==> config.mk <==
export PLATFORM = sky130hd
export DESIGN_NAME = capture_ctrl
export DESIGN_NICKNAME = d
export VERILOG_FILES = /design/src/rtl/capture_pkg.sv /design/src/rtl/trig_detect.sv /design/src/rtl/capture_ctrl.sv
export SDC_FILE = /design/constraint.sdc
export NUM_CORES = 1
export LEC_CHECK = 0
export CORE_ASPECT_RATIO = 1.2
export CORE_MARGIN = 4
export CORE_UTILIZATION = 55
export CTS_BUF_LIST = sky130_fd_sc_hd__clkbuf_8
export DETAILED_ROUTE_END_ITERATION = 8
export GPL_TIMING_DRIVEN = 0
export PLACE_DENSITY = 0.86
export SYNTH_ARGS = -nofsm -noshare
export SYNTH_HDL_FRONTEND = slang
export SYNTH_HIERARCHICAL = 1
export SYNTH_SLANG_ARGS = --single-unit
==> constraint.sdc <==
create_clock -name clk -period 6.93 [get_ports clk]
set_input_delay 1.0395 -clock clk [delete_from_list [all_inputs] [get_ports clk]]
set_output_delay 1.0395 -clock clk [all_outputs]
set_load 0.03 [all_outputs]
==> src/rtl/capture_pkg.sv <==
// capture_pkg: shared state encoding and buffer depth for the capture controller
package capture_pkg;
    typedef enum logic [2:0] {IDLE, FILL, WAIT_TRIG, POST, DONE} cap_state_t;
    function automatic int cap_depth(input int aw);
        return 1 << aw;
    endfunction
endpackage

==> src/rtl/trig_detect.sv <==
// trig_detect: edge/level trigger compare against the previous accepted sample
module trig_detect #(
    parameter int DATA_WIDTH = 8
) (
    input  logic                  clk,
    input  logic                  rst,
    input  logic                  clr,
    input  logic                  en,
    input  logic [DATA_WIDTH-1:0] sample_in,
    input  logic [DATA_WIDTH-1:0] trig_level,
    input  logic                  trig_falling,
    input  logic                  force_trig,
    output logic                  hit
);
    logic [DATA_WIDTH-1:0] prev;
    logic                  prev_valid;
    logic                  above_now;
    logic                  above_prev;
    always_comb begin
        above_now  = sample_in >= trig_level;
        above_prev = prev >= trig_level;
        hit        = en && (force_trig || (prev_valid &&
                     (trig_falling ? (above_prev && !above_now) : (!above_prev && above_now))));
    end
    always_ff @(posedge clk) begin
        if (rst || clr) begin
            prev       <= '0;
            prev_valid <= 1'b0;
        end else if (en) begin
            prev       <= sample_in;
            prev_valid <= 1'b1;
        end
    end
endmodule

==> src/rtl/capture_ctrl.sv <==
// capture_ctrl: circular-buffer sample capture with pre/post trigger windows
module capture_ctrl import capture_pkg::*; #(
    parameter int DATA_WIDTH = 8,
    parameter int ADDR_WIDTH = 8
) (
    input  logic                  clk,
    input  logic                  rst,
    input  logic [DATA_WIDTH-1:0] sample_in,
    input  logic                  sample_valid,
    input  logic                  arm,
    input  logic                  force_trig,
    input  logic [DATA_WIDTH-1:0] trig_level,
    input  logic                  trig_falling,
    input  logic [ADDR_WIDTH-1:0] post_len,
    output logic [ADDR_WIDTH-1:0] ram_addr,
    output logic [DATA_WIDTH-1:0] ram_data,
    output logic                  ram_we,
    output logic                  ram_cs,
    output logic                  busy,
    output logic                  done,
    output logic [ADDR_WIDTH-1:0] trig_addr,
    output logic [ADDR_WIDTH-1:0] start_addr
);
    localparam int DEPTH = cap_depth(ADDR_WIDTH);
    localparam logic [ADDR_WIDTH-1:0] TOP = ADDR_WIDTH'(DEPTH - 1);
    cap_state_t            state;
    logic [ADDR_WIDTH-1:0] wr_ptr, fill_cnt, post_cnt, post_len_q, trig_pend, pre_min;
    logic                  act, take, hit, last;
    always_comb begin
        act     = state inside {FILL, WAIT_TRIG, POST};
        take    = act && sample_valid && !arm;
        pre_min = TOP - post_len_q;
        last    = (state == WAIT_TRIG && hit && post_len_q == '0) ||
                  (state == POST && post_cnt + 1'b1 == post_len_q);
    end
    trig_detect #(.DATA_WIDTH(DATA_WIDTH)) u_trig (
        .clk(clk), .rst(rst), .clr(arm), .en(take), .sample_in(sample_in),
        .trig_level(trig_level), .trig_falling(trig_falling), .force_trig(force_trig), .hit(hit)
    );
    // trig_addr/start_addr are published only on DONE so readout never sees a half-finished capture
    always_ff @(posedge clk) begin
        if (rst) begin
            state      <= IDLE;
            wr_ptr     <= '0;
            fill_cnt   <= '0;
            post_cnt   <= '0;
            post_len_q <= '0;
            trig_pend  <= '0;
            ram_addr   <= '0;
            ram_data   <= '0;
            ram_we     <= 1'b0;
            ram_cs     <= 1'b0;
            busy       <= 1'b0;
            done       <= 1'b0;
            trig_addr  <= '0;
            start_addr <= '0;
        end else begin
            ram_we <= 1'b0;
            ram_cs <= 1'b0;
            if (arm) begin
                state      <= (post_len == TOP) ? WAIT_TRIG : FILL;
                post_len_q <= post_len;
                wr_ptr     <= '0;
                fill_cnt   <= '0;
                post_cnt   <= '0;
                busy       <= 1'b1;
                done       <= 1'b0;
            end else if (take) begin
                ram_we   <= 1'b1;
                ram_cs   <= 1'b1;
                ram_addr <= wr_ptr;
                ram_data <= sample_in;
                wr_ptr   <= wr_ptr + 1'b1;
                fill_cnt <= (fill_cnt == TOP) ? fill_cnt : fill_cnt + 1'b1;
                if (state == FILL && fill_cnt + 1'b1 == pre_min)
                    state <= WAIT_TRIG;
                if (state == WAIT_TRIG && hit) begin
                    trig_pend <= wr_ptr;
                    state     <= POST;
                end
                if (state == POST)
                    post_cnt <= post_cnt + 1'b1;
                if (last) begin
                    state      <= DONE;
                    busy       <= 1'b0;
                    done       <= 1'b1;
                    trig_addr  <= (state == WAIT_TRIG) ? wr_ptr : trig_pend;
                    start_addr <= wr_ptr + 1'b1;
                end
            end
        end
    end
endmodule
Yosys cells after proc, flatten, opt, wreduce, memory -nomap -nowiden

Cells that the tools add are included.
Widths: inputs -> output; s select.

Logic and storage cells: 72
Output and inout port bits: 36
Register bits: 87
Bits of input ports: 30

Reduce and logical (&&, ||, !) cells: 30
Bitwise gates (word level): 2
Mux-type cells: 12
Magnitude comparators: 2
$add $sub $neg: 4
Equality and inequality tests: 7

Operators with widths:

| kind                | count |
|---|---|
| $add 8x1->8 const B | 3 |
| $eq 8x8->1          | 2 |
| $eq 8x8->1 const B  | 2 |
| $ge 8x8->1          | 2 |
| $mux 3              | 5 |
| $reduce_and 2->1    | 6 |
| $logic_and 1x1->1   | 10 |
| $logic_not 8->1     | 1 |
| $mux 8              | 1 |
| $sub 8x8->8 const A | 1 |
| $eq 3x2->1 const B  | 2 |
| $reduce_and 3->1    | 2 |
| $mux 1              | 5 |
| $reduce_bool 2->1   | 2 |
| $reduce_bool 4->1   | 1 |
| $eq 3x1->1 const B  | 1 |
| $logic_not 1->1     | 3 |
| $logic_or 1x1->1    | 3 |
| $reduce_bool 3->1   | 1 |
| $mux 2              | 1 |
| $not 1->1           | 2 |
| $reduce_or 2->1     | 1 |

Logic depth before layout (Yosys ltp)

Word-level depth: 13
Gate-level depth with buffers: 13
Gate-level depth less buffers: 12

Cells and area by module

The synthesis kept the hierarchy.

Modules (own cells, without submodules):

| module       | times used | seq. area each (sq um) | area an instance (sq um) | cells an instance |
|---|---|---|---|---|
| capture_ctrl | 1          | 1561.5                 | 3854.9                   | 438 |
| trig_detect  | 1          | 180.2                  | 705.7                    | 81 |

Worst setup path after synthesis

OpenSTA, ideal clock, no wires.

Path type: input-to-reg
Start point: in arm
End point: reg start_addr[3]
Data arrival time: 3487 ps
Buffers on the path: 4
Path slack: 3322 ps
Required time: 6809 ps
Setup time: 121 ps
Stages: 11
Cells stage by stage: or4b_1 -> buf_2 -> inv_2 -> clkbuf_1 -> buf_2 -> nand2_1 -> o311ai_1 -> nand3_1 -> a21o_1 -> buf_6 -> mux2_4

Cells in the longest elaborated chain, start to end: 7
Elaborated cells on any way between the ends: 8
Those cells by class: bitwise (1); reduce/logical (7)

Ends and longest elaborated chain:

| what                              | line               | RTL |
|---|---|---|
| start: declaration                | capture_ctrl.sv:10 | `input logic arm,` |
| $logic_not 1->1                   | capture_ctrl.sv:31 | `take = act && sample_valid && !arm;` |
| $logic_and 1x1->1                 | capture_ctrl.sv:31 |  |
| named net take                    | capture_ctrl.sv:28 | `logic act, take, hit, last;` |
| $logic_and 1x1->1                 | trig_detect.sv:22  | `hit = en && (force_trig \|\| (prev_valid &&` |
| named net hit                     | capture_ctrl.sv:28 |  |
| $logic_and 1x1->1 (2 in a row)    | capture_ctrl.sv:33 | `last = (state == WAIT_TRIG && hit && post_len_q == '0) \|\|` |
| $logic_or 1x1->1                  | capture_ctrl.sv:33 |  |
| $reduce_and 3->1 (no source line) | -                  |  |
| end signal: assignment            | capture_ctrl.sv:88 | `start_addr <= wr_ptr + 1'b1;` |
| end: declaration                  | capture_ctrl.sv:22 | `output logic [ADDR_WIDTH-1:0] start_addr` |

The timed path passes the listed nets, and every way through them passes these cells.
A chain may end at the register's enable or synchronous reset.

Final worst setup path

Start point: in arm
End point: reg start_addr[0]

Same word-level chain as after synthesis.

==> reports/qor.csv <==
metric;value;unit
count leader, synth;dfxtp_1;
Starting Density;56.25;%
Post-Place Worst Slack;1.982;ns
syn_nets;568;
Lkg Pwr;2.197;nW
worst-path fanout max;12;
Main synth FF type;dfxtp_1;
HPWL after DPL;8.294;mm
DRT Wirelength;11.33;mm
Num CTS Buffers;9;
nature of the critical path endpoint;flop;
DR WL/cell;16.30;microns
Total Power;0.9963;mW
largest net degree at the start of global routing;16;
# DRC;0;
initial antenna violation count;0;
switch share;26.47;%
Hold Crit Class;reg2reg;
Root Driver;clkbuf_8;
crit-path leading delay family;buffers and inverters;
first-pass GRT wire length;18.56;mm
Commonest cells post-synth;87 x dfxtp_1, 71 x nor2_1, 53 x nand2_1, 35 x mux2i_1, 30 x a21oi_1;
top cell type's share of synthesized area;38.19;%
CTS max path bufs;2;
post-CTS setup buffer count;0;
port bufs;65;
RePlAce Congestion;0.9843;
DP Area;5330;sq um
number of global-route vias before repair;4030;
worst path bufs/invs;4;
Req. time, crit path;7.18;ns
Detailed Routing Iterations Pass 1;7;
Clk network pwr share;37.4;%
VDD IR max;0.1310;mV
Antenna Cells;0;
Area contributors post-synth;dfxtp_1 38%, mux2i_1 7.7%, nor2_1 5.8%;
P&R area growth vs syn;21.37;%
routed via count;4057;
final worst-path cycle share;67.19;%
boundary pin count;66;
Sw Pwr;0.2637;mW
GRT Residual Overflow;0;
Slew Limit Fails;0;
CTS resizes;0;
crit path launch type;primary input;
Post-synth ARST share;0;%
Synth Instances;519;
Gate power share;10.8;%
Fin Setup TNS;0;ns
H-tree levels;3;
Int Pwr;0.7326;mW
Final Critical Period;4.656;ns
Relative slew margins;50.63;%
share of cells above drive strength 1;8.167;%
core area;8108;sq um
Chip Height;107.8;microns
final layout net count;644;
critical path class;in2reg;
status;complete, no violations;
top cell type by total area after synthesis;dfxtp_1;
Total GRT Usage;23.17;%
worst-margin pin slew;0.7290;ns
RSZ-0062 raised after global routing;no;
Worst Skew;0.01051;ns
cts hold-fix bufs;0;
clock slew at reported path FFs;0.09;ns
Mapped Avg Cell Area;8.787;sq um
clock latency at the later pin of the worst-skew pair;0.37;ns
initial drt markers;252;
Setup Viol. Count Final;0;
Fmax;0.2148;GHz
max-cap violation count;0;
power share of the sequential group;51.8;%
Warnings, synthesis;6;
row cnt;36;
crit-path cells;clkdlybuf4s50_1 -> or4b_1 -> buf_2 -> inv_2 -> clkbuf_1 -> nand3b_1 -> o311ai_1 -> nand3_1 -> a21oi_1 -> mux2_2;
Cell variety after synth;62;
Die Footprint;9819;sq um
slowest CP cell;o311ai_1;
PwrDens;180.0;nW/um^2
non-filler instance count after layout;695;
vias per inst;5.837;
Final Hold Fails;0;
sequential element share of the synthesized area;38.19;%
final worst setup slack;2.274;ns
CP arrival;4.91;ns
placed cell count;679;
Synth Register Bits;87;
# clock sinks;87;
Final ANT Viol Nets;0;
final non-filler cell area;5535;sq um
CTS tree;done;
number of synthesized flops with an enable pin;0;
die width;91.13;microns
Post-Syn Area;4561;sq um
CP max stage delay;0.63;ns
sequential cells by signal, indices dropped and copies added (netlist names):
signal and count:
fill_cnt 8, post_cnt 8, post_len_q 8, ram_addr 8, ram_data 8, start_addr 8
trig_addr 8, trig_pend 8, u_trig/prev 8, wr_ptr 8, state 3, busy 1
done 1, ram_cs 1, u_trig/prev_valid 1
worst register-to-register path: stages (launching register included):
cell and delay, ns:
dfxtp_1 0.43, nor2_1 0.09, or4b_1 0.45, buf_2 0.21, inv_2 0.16, clkbuf_1 0.41
nand3b_1 0.12, o311ai_1 0.63, nand3_1 0.33, a21oi_1 0.44, mux2_2 0.39
cell type report:
cell class | instances | area, sq um
well taps | 95 | 118.9
inverters | 18 | 67.56
clock inverters | 6 | 67.56
flip-flops and latches | 87 | 1742
fillers | 630 | 2572
clock buffers | 10 | 137.6
multi-input cells | 382 | 2604
plain buffers | 32 | 147.6
repair buffers | 65 | 650.6
metal layers:
layer / up-vias / share of wire, % / GRT usage (%)
li1: 1941 / - / -
met1: 1943 / 41 / 27.10
met2: 150 / 52 / 42.08
met3: 23 / 5.0 / 3.427
met4: 0 / 1.9 / 9.698
met5: - / 0 / 0
through the flow:
stage	utilization, %	hold slack (ns)
final	68.27	0.4655
after CTS	68.27	0.4672
after detailed placement	65.74	0.4510
after global placement	65.74	0.4442
after global routing	68.27	0.4880
after floorplan	-	0.4550
final timing paths:
check | from | to | slack (ns) | cells after the start
setup reg to reg | state[0]$_SDFFE_PP0P_ | start_addr[0]$_SDFFE_PP0P_ | 3.15 | 10
setup / recovery | arm | start_addr[0]$_SDFFE_PP0P_ | 2.27 | 10
hold / removal | ram_data[5]$_SDFFE_PP0P_ | ram_data[5]$_SDFFE_PP0P_ | 0.47 | 2
hold reg to reg | ram_data[5]$_SDFFE_PP0P_ | ram_data[5]$_SDFFE_PP0P_ | 0.47 | 2
power groups by stage:
stage / clock, mW / sequential [mW] / combinational, mW
2_1_floorplan: 0 / 0.529 / 0.0588
3_3_place_gp: 0 / 0.528 / 0.101
5_1_grt: 0.391 / 0.518 / 0.116
3_5_place_dp: 0 / 0.528 / 0.105
4_1_cts: 0.372 / 0.516 / 0.106
6_report: 0.373 / 0.516 / 0.107
layout by cell type (no fill, tap or decap), types with 18 or more instances in the layout:
cell type	count
a21oi_1	30
xnor2_1	18
nor2_1	71
clkbuf_1	20
clkdlybuf4s50_1	65
mux2i_1	35
dfxtp_1	87
xor2_1	22
nand3_1	18
nand2_1	53
ha_1	19
cell families (layout without fill, tap and decap cells):
logic type	Yosys count	count (layout)	synth area share, %
AO/OA/AOI/OAI	74	74	11.41
XOR/XNOR	40	40	7.682
adder cells (fa/ha/maj)	19	19	5.213
buffers and inverters	50	131	4.719
flip-flops	87	87	38.19
multiplexers	48	48	11.63
AND/OR/NAND/NOR	201	201	21.15
Note: power is estimated with default switching activity, not from simulation.
